**src/rtl/serial_sub4_if.sv**
```systemverilog
// rtl/serial_sub4_if.sv - start/done handshake and result bus for serial_sub4
// ovf is present only when SERIAL_SUB_OVF_EN is defined
interface serial_sub4_if #(
  parameter int WIDTH = 4
);
  logic             start;
  logic [WIDTH-1:0] in1;
  logic [WIDTH-1:0] in2;
  logic             busy;
  logic             done;
  logic [WIDTH-1:0] out;
  logic             borrow;
  logic [WIDTH:0]   diff;
`ifdef SERIAL_SUB_OVF_EN
  logic             ovf;
`endif

  modport master (
`ifdef SERIAL_SUB_OVF_EN
    input  ovf,
`endif
    output start, in1, in2,
    input  busy, done, out, borrow, diff
  );

  modport slave (
`ifdef SERIAL_SUB_OVF_EN
    output ovf,
`endif
    input  start, in1, in2,
    output busy, done, out, borrow, diff
  );
endinterface

```
**src/rtl/serial_sub4.sv**
```systemverilog
// rtl/serial_sub4.sv - bit-serial subtractor in1 - in2, one full-subtractor step per clock, LSB first
// Defining SERIAL_SUB_OVF_EN adds the signed-overflow output ovf
module serial_sub4 #(
  parameter int WIDTH = 4,
  parameter int CW    = 3
) (
  input  logic         clk,
  input  logic         rst_n,
  serial_sub4_if.slave bus
);

  typedef enum logic [1:0] {IDLE, BUSY, DONE} state_t;

  state_t           state, state_nx;
  logic [WIDTH-1:0] a_sh, b_sh, res, out_r;
  logic             br, borrow_r;
  logic [CW-1:0]    cnt;
  logic             a0, b0, d, br_nx;
  logic             load, step, last;
  logic             busy_c, done_c;

  assign a0    = a_sh[0];
  assign b0    = b_sh[0];
  assign d     = a0 ^ b0 ^ br;
  assign br_nx = (~a0 & b0) | (~(a0 ^ b0) & br);

  assign load = (state == IDLE) && bus.start;
  assign step = (state == BUSY);
  assign last = step && (cnt == CW'(WIDTH - 1));

  always_ff @(posedge clk or negedge rst_n) begin
    if (!rst_n) state <= IDLE;
    else        state <= state_nx;
  end

  always_comb begin
    state_nx = state;
    busy_c   = 1'b0;
    done_c   = 1'b0;
    case (state)
      IDLE: if (bus.start) state_nx = BUSY;
      BUSY: begin
        busy_c = 1'b1;
        if (cnt == CW'(WIDTH - 1)) state_nx = DONE;
      end
      DONE: begin
        done_c   = 1'b1;
        state_nx = IDLE;
      end
      default: state_nx = IDLE;
    endcase
  end

  // The final step's bit and borrow go straight to the outputs so DONE sees the full result.
  always_ff @(posedge clk or negedge rst_n) begin
    if (!rst_n) begin
      a_sh     <= '0;
      b_sh     <= '0;
      res      <= '0;
      br       <= 1'b0;
      cnt      <= '0;
      out_r    <= '0;
      borrow_r <= 1'b0;
    end else if (load) begin
      a_sh <= bus.in1;
      b_sh <= bus.in2;
      br   <= 1'b0;
      cnt  <= '0;
    end else if (step) begin
      a_sh <= a_sh >> 1;
      b_sh <= b_sh >> 1;
      res  <= {d, res[WIDTH-1:1]};
      br   <= br_nx;
      cnt  <= cnt + CW'(1);
      if (last) begin
        out_r    <= {d, res[WIDTH-1:1]};
        borrow_r <= br_nx;
      end
    end
  end

`ifdef SERIAL_SUB_OVF_EN
  logic ovf_r;

  always_ff @(posedge clk or negedge rst_n) begin
    if (!rst_n)    ovf_r <= 1'b0;
    else if (last) ovf_r <= (a0 != b0) && (d != a0);
  end

  assign bus.ovf = ovf_r;
`endif

  assign bus.busy   = busy_c;
  assign bus.done   = done_c;
  assign bus.out    = out_r;
  assign bus.borrow = borrow_r;
  assign bus.diff   = {borrow_r, out_r};

endmodule
```
**src/flat_wrapper.sv**
```systemverilog
// flat-port wrapper written by rule: the top's interface ports become plain ports
module serial_sub4_flat 
#(
  parameter int WIDTH = 4,
  parameter int CW    = 3
)
  (clk, rst_n, bus_start, bus_in1, bus_in2, bus_busy, bus_done, bus_out, bus_borrow, bus_diff);
  serial_sub4_if #(.WIDTH(WIDTH)) bus_i ();
  input  logic clk;
  input  logic rst_n;
  input wire logic [$bits(bus_i.start)-1:0] bus_start;
  input wire logic [$bits(bus_i.in1)-1:0] bus_in1;
  input wire logic [$bits(bus_i.in2)-1:0] bus_in2;
  output wire logic [$bits(bus_i.busy)-1:0] bus_busy;
  output wire logic [$bits(bus_i.done)-1:0] bus_done;
  output wire logic [$bits(bus_i.out)-1:0] bus_out;
  output wire logic [$bits(bus_i.borrow)-1:0] bus_borrow;
  output wire logic [$bits(bus_i.diff)-1:0] bus_diff;
  assign bus_i.start = bus_start;
  assign bus_i.in1 = bus_in1;
  assign bus_i.in2 = bus_in2;
  assign bus_busy = bus_i.busy;
  assign bus_done = bus_i.done;
  assign bus_out = bus_i.out;
  assign bus_borrow = bus_i.borrow;
  assign bus_diff = bus_i.diff;
  serial_sub4 #(.WIDTH(WIDTH), .CW(CW)) u_core (.clk(clk), .rst_n(rst_n), .bus(bus_i));
endmodule
```
**config.mk**
```make
export PLATFORM = sky130hd
export DESIGN_NAME = serial_sub4_flat
export DESIGN_NICKNAME = d
export VERILOG_FILES = /design/src/rtl/serial_sub4_if.sv /design/src/rtl/serial_sub4.sv /design/src/flat_wrapper.sv
export SDC_FILE = /design/constraint.sdc
export NUM_CORES = 1
export LEC_CHECK = 0
export ABC_AREA = 1
export BUFFER_PORTS_ARGS = -buffer_cell sky130_fd_sc_hd__buf_2
export CORE_ASPECT_RATIO = 1.5
export CORE_MARGIN = 4
export CORE_UTILIZATION = 46
export DETAILED_ROUTE_END_ITERATION = 8
export PLACE_DENSITY = 0.79
export SLEW_MARGIN = 25
export SYNTH_ARGS = -nofsm -noshare
export SYNTH_HDL_FRONTEND = slang
export SYNTH_SLANG_ARGS = --single-unit
```
**constraint.sdc**
```tcl
create_clock -name clk -period 1.09 [get_ports clk]
set_input_delay 0.0545 -clock clk [delete_from_list [all_inputs] [get_ports clk]]
set_output_delay 0.0545 -clock clk [all_outputs]
set_load 0.01 [all_outputs]
```
==> impl_metrics.env <==
export IMPL_p_leak_nw=0.763
export IMPL_synth_edf_count=0
export IMPL_ir_drop_v=0.00176
export IMPL_diodes=0
export IMPL_grt_max_degree=23
export IMPL_synthTopCellsByCount="nand2_1, nand3_1, dfrtp_1"
export IMPL_start_util=0.488
export IMPL_dr_first_iter_drc_count=20
export IMPL_ys_types=13
export IMPL_yosys_area_top_type="dfrtp_1"
export IMPL_dieArea_mm2=0.00300
export IMPL_synth_fa_ha_area_frac=0.0450
export IMPL_cts_tree="yes"
export IMPL_ys_ff_latch=22
export IMPL_cap_violations=0
export IMPL_synth_xor_area_frac=0
export IMPL_pwr_density_cell_mw_per_mm2=2850
export IMPL_worstMarginPinSlew_ps=477
export IMPL_period_share=1.16
export IMPL_start_kind="register"
export IMPL_yosysWarnings=0
export IMPL_cp_max_fo=2
export IMPL_synth_top_family_by_area="simple AND/OR/NAND/NOR gates"
export IMPL_synthMuxAreaShare=0
export IMPL_finalHoldViolCount=1
export IMPL_finalWirelength_um=2320
export IMPL_place_congestion=0.780
export IMPL_synth_area_mm2=0.00100
export IMPL_grt_pass1_vias=939
export IMPL_synth_top_area_share=0.550
export IMPL_critical_path_class="register to output port"
export IMPL_cts_buffer_depth=2
export IMPL_cp_required_ps=1040
export IMPL_outcome="complete, but fails checks"
export IMPL_die_h_um=65.1
export IMPL_antenna_found_initial=0
export IMPL_synthArstFlopShare=1.00
export IMPL_cp_data_arrival_time_ps=1210
export IMPL_finalSetupViolations=13
export IMPL_num_vias=905
export IMPL_worstSetupEndpointType="output port"
export IMPL_htreeDepth=1
export IMPL_io_pins=23
export IMPL_cts_root_buf="clkbuf_4"
export IMPL_rows=20
export IMPL_dpl_cell_area_mm2=0.00115
export IMPL_drive_gt1_frac=0.395
export IMPL_synth_fp_nets=126
export IMPL_synth_most_common_cell="nand2_1"
export IMPL_core_area_mm2=0.00205
export IMPL_synthesis_instances=112
export IMPL_via_per_inst=5.06
export IMPL_first_pass_iters=4
export IMPL_grt_overflow=0
export IMPL_synth_compound_area_frac=0.0325
export IMPL_grt_setup_unrepaired="yes"
export IMPL_synth_area_per_cell_um2=8.94
export IMPL_synth_simple_area_share=0.270
export IMPL_post_drt_wl_per_cell_um=13.0
export IMPL_period_needed_ps=1270
export IMPL_syn2layout_area_growth_pct=47.4
export IMPL_clk_latency_ps=320
export IMPL_ant_nets=0
export IMPL_io_buffers=22
export IMPL_chipWidth_um=46.1
export IMPL_clk_pin_slew_ps=120
export IMPL_maxSlewViolCount=0
export IMPL_place_ws_ps=-111
export IMPL_synthFlopType="dfrtp_1"
export IMPL_hold_path_class="input pin to register"
export IMPL_seq_area_frac_synth=0.550
export IMPL_dpl_hpwl_um=1460
export IMPL_fmax_mhz=789
export IMPL_fin_ws_ps=-178
export IMPL_cts_buffers=3
export IMPL_fin_nets=172
export IMPL_drc_errors=0
export IMPL_synthTopCellsByArea="dfrtp_1, nand2_1, nand3_1"
export IMPL_slew_headroom=0.682
export IMPL_track_usage=0.172
export IMPL_skew_ps=9.22
export IMPL_design_area_mm2=0.00148
export IMPL_failed_checks="hold timing, setup timing"
export IMPL_hold_ws_ps=-5.04
export IMPL_grt_pass1_wl_um=3840
export IMPL_cts_sinks=22
## cell usage in the layout, fill, tap and decap left out, types with 2 or more instances in the layout
master	n
nand2_1	32
nand3_1	23
dfrtp_1	22
buf_2	21
buf_6	11
buf_4	10
dlygate4sd3_1	8
inv_1	4
nor2_4	3
inv_2	3
o21ai_1	3
clkbuf_4	3
nor2_1	2
## worst max-delay path, stage by stage (launching register included)
cell and delay, ps:
dfrtp_1 450, buf_6 150, nor2_4 90, buf_6 120, buf_6 90
## stage by stage
step	instances	util	setup TNS [ps]	power, mW
finish	179	0.719	-1020	4.20
detailed placement	158	0.561	-566	2.90
floorplan	112	-	0	2.42
CTS	175	0.666	-580	3.86
global route	179	0.719	-2050	4.52
global placement	158	0.561	-137	2.81
## worst paths after layout
check,end,startpoint,cells after the start,slack (ps)
worst max-delay path,bus_busy,u_core.state[1]$_DFFE_PN0P_,4,-180
worst min-delay path,u_core.a_sh[1]$_DFFE_PN0P_,bus_in1[1],3,-5
worst max register to register,u_core.bus.out[3]$_DFFE_PN0P_,u_core.b_sh[0]$_DFFE_PN0P_,4,-90
worst min register to register,u_core.bus.out[1]$_DFFE_PN0P_,u_core.res[2]$_DFFE_PN0P_,2,500
max in group asynchronous,u_core.b_sh[1]$_DFFE_PN0P_,rst_n,2,550
min in group asynchronous,u_core.bus.out[0]$_DFFE_PN0P_,rst_n,2,210
## layer usage
| metal | global-route usage | part of all wire | vias up |
|---|---|---|---|
| li1 | - | - | 449 |
| met1 | 0.204 | 0.40 | 419 |
| met2 | 0.290 | 0.51 | 30 |
| met3 | 0.0384 | 0.058 | 7 |
| met4 | 0.0676 | 0.027 | 0 |
| met5 | 0 | 0 | - |
## kinds of logic (layout without fill, tap and decap cells)
kind of cell / Yosys count / in the layout
AND/OR/NAND/NOR: 64 / 64
flip-flops: 22 / 22
adder cells (fa/ha/maj): 3 / 3
buffers and inverters: 17 / 62
AO/OA/AOI/OAI: 6 / 6
## what timing repair did
item	in CTS	in global routing
hold endpoints to repair	29	0
setup buffers	5	3
hold buffers	8	0
pin swaps	6	4
cloned	0	1
gates resized for setup	13	22
setup endpoints to repair	18	21
## layout make-up
cell class | instances | area [µm²]
fillers | 151 | 577
flip-flops and latches | 22 | 551
multi-input cells | 73 | 428
repair buffers | 50 | 384
inverters | 8 | 32.5
clock inverters | 1 | 30.0
well taps | 22 | 27.5
clock buffers | 3 | 22.5
## report_power, final
group	switching (mW)	internal, mW
sequential	0.220	1.15
combinational	1.11	1.09
clock	0.254	0.372
total	1.58	2.62
## state kept, by name, summed over array words and instances, names as in the netlist
| name | flops |
|---|---|
| u_core.cnt | 3 |
| u_core.bus.out | 4 |
| u_core.b_sh | 4 |
| u_core.state | 2 |
| u_core.bus.borrow | 1 |
| u_core.a_sh | 4 |
| u_core.br | 1 |
| u_core.res | 3 |
(Power assumes the default switching activity.)
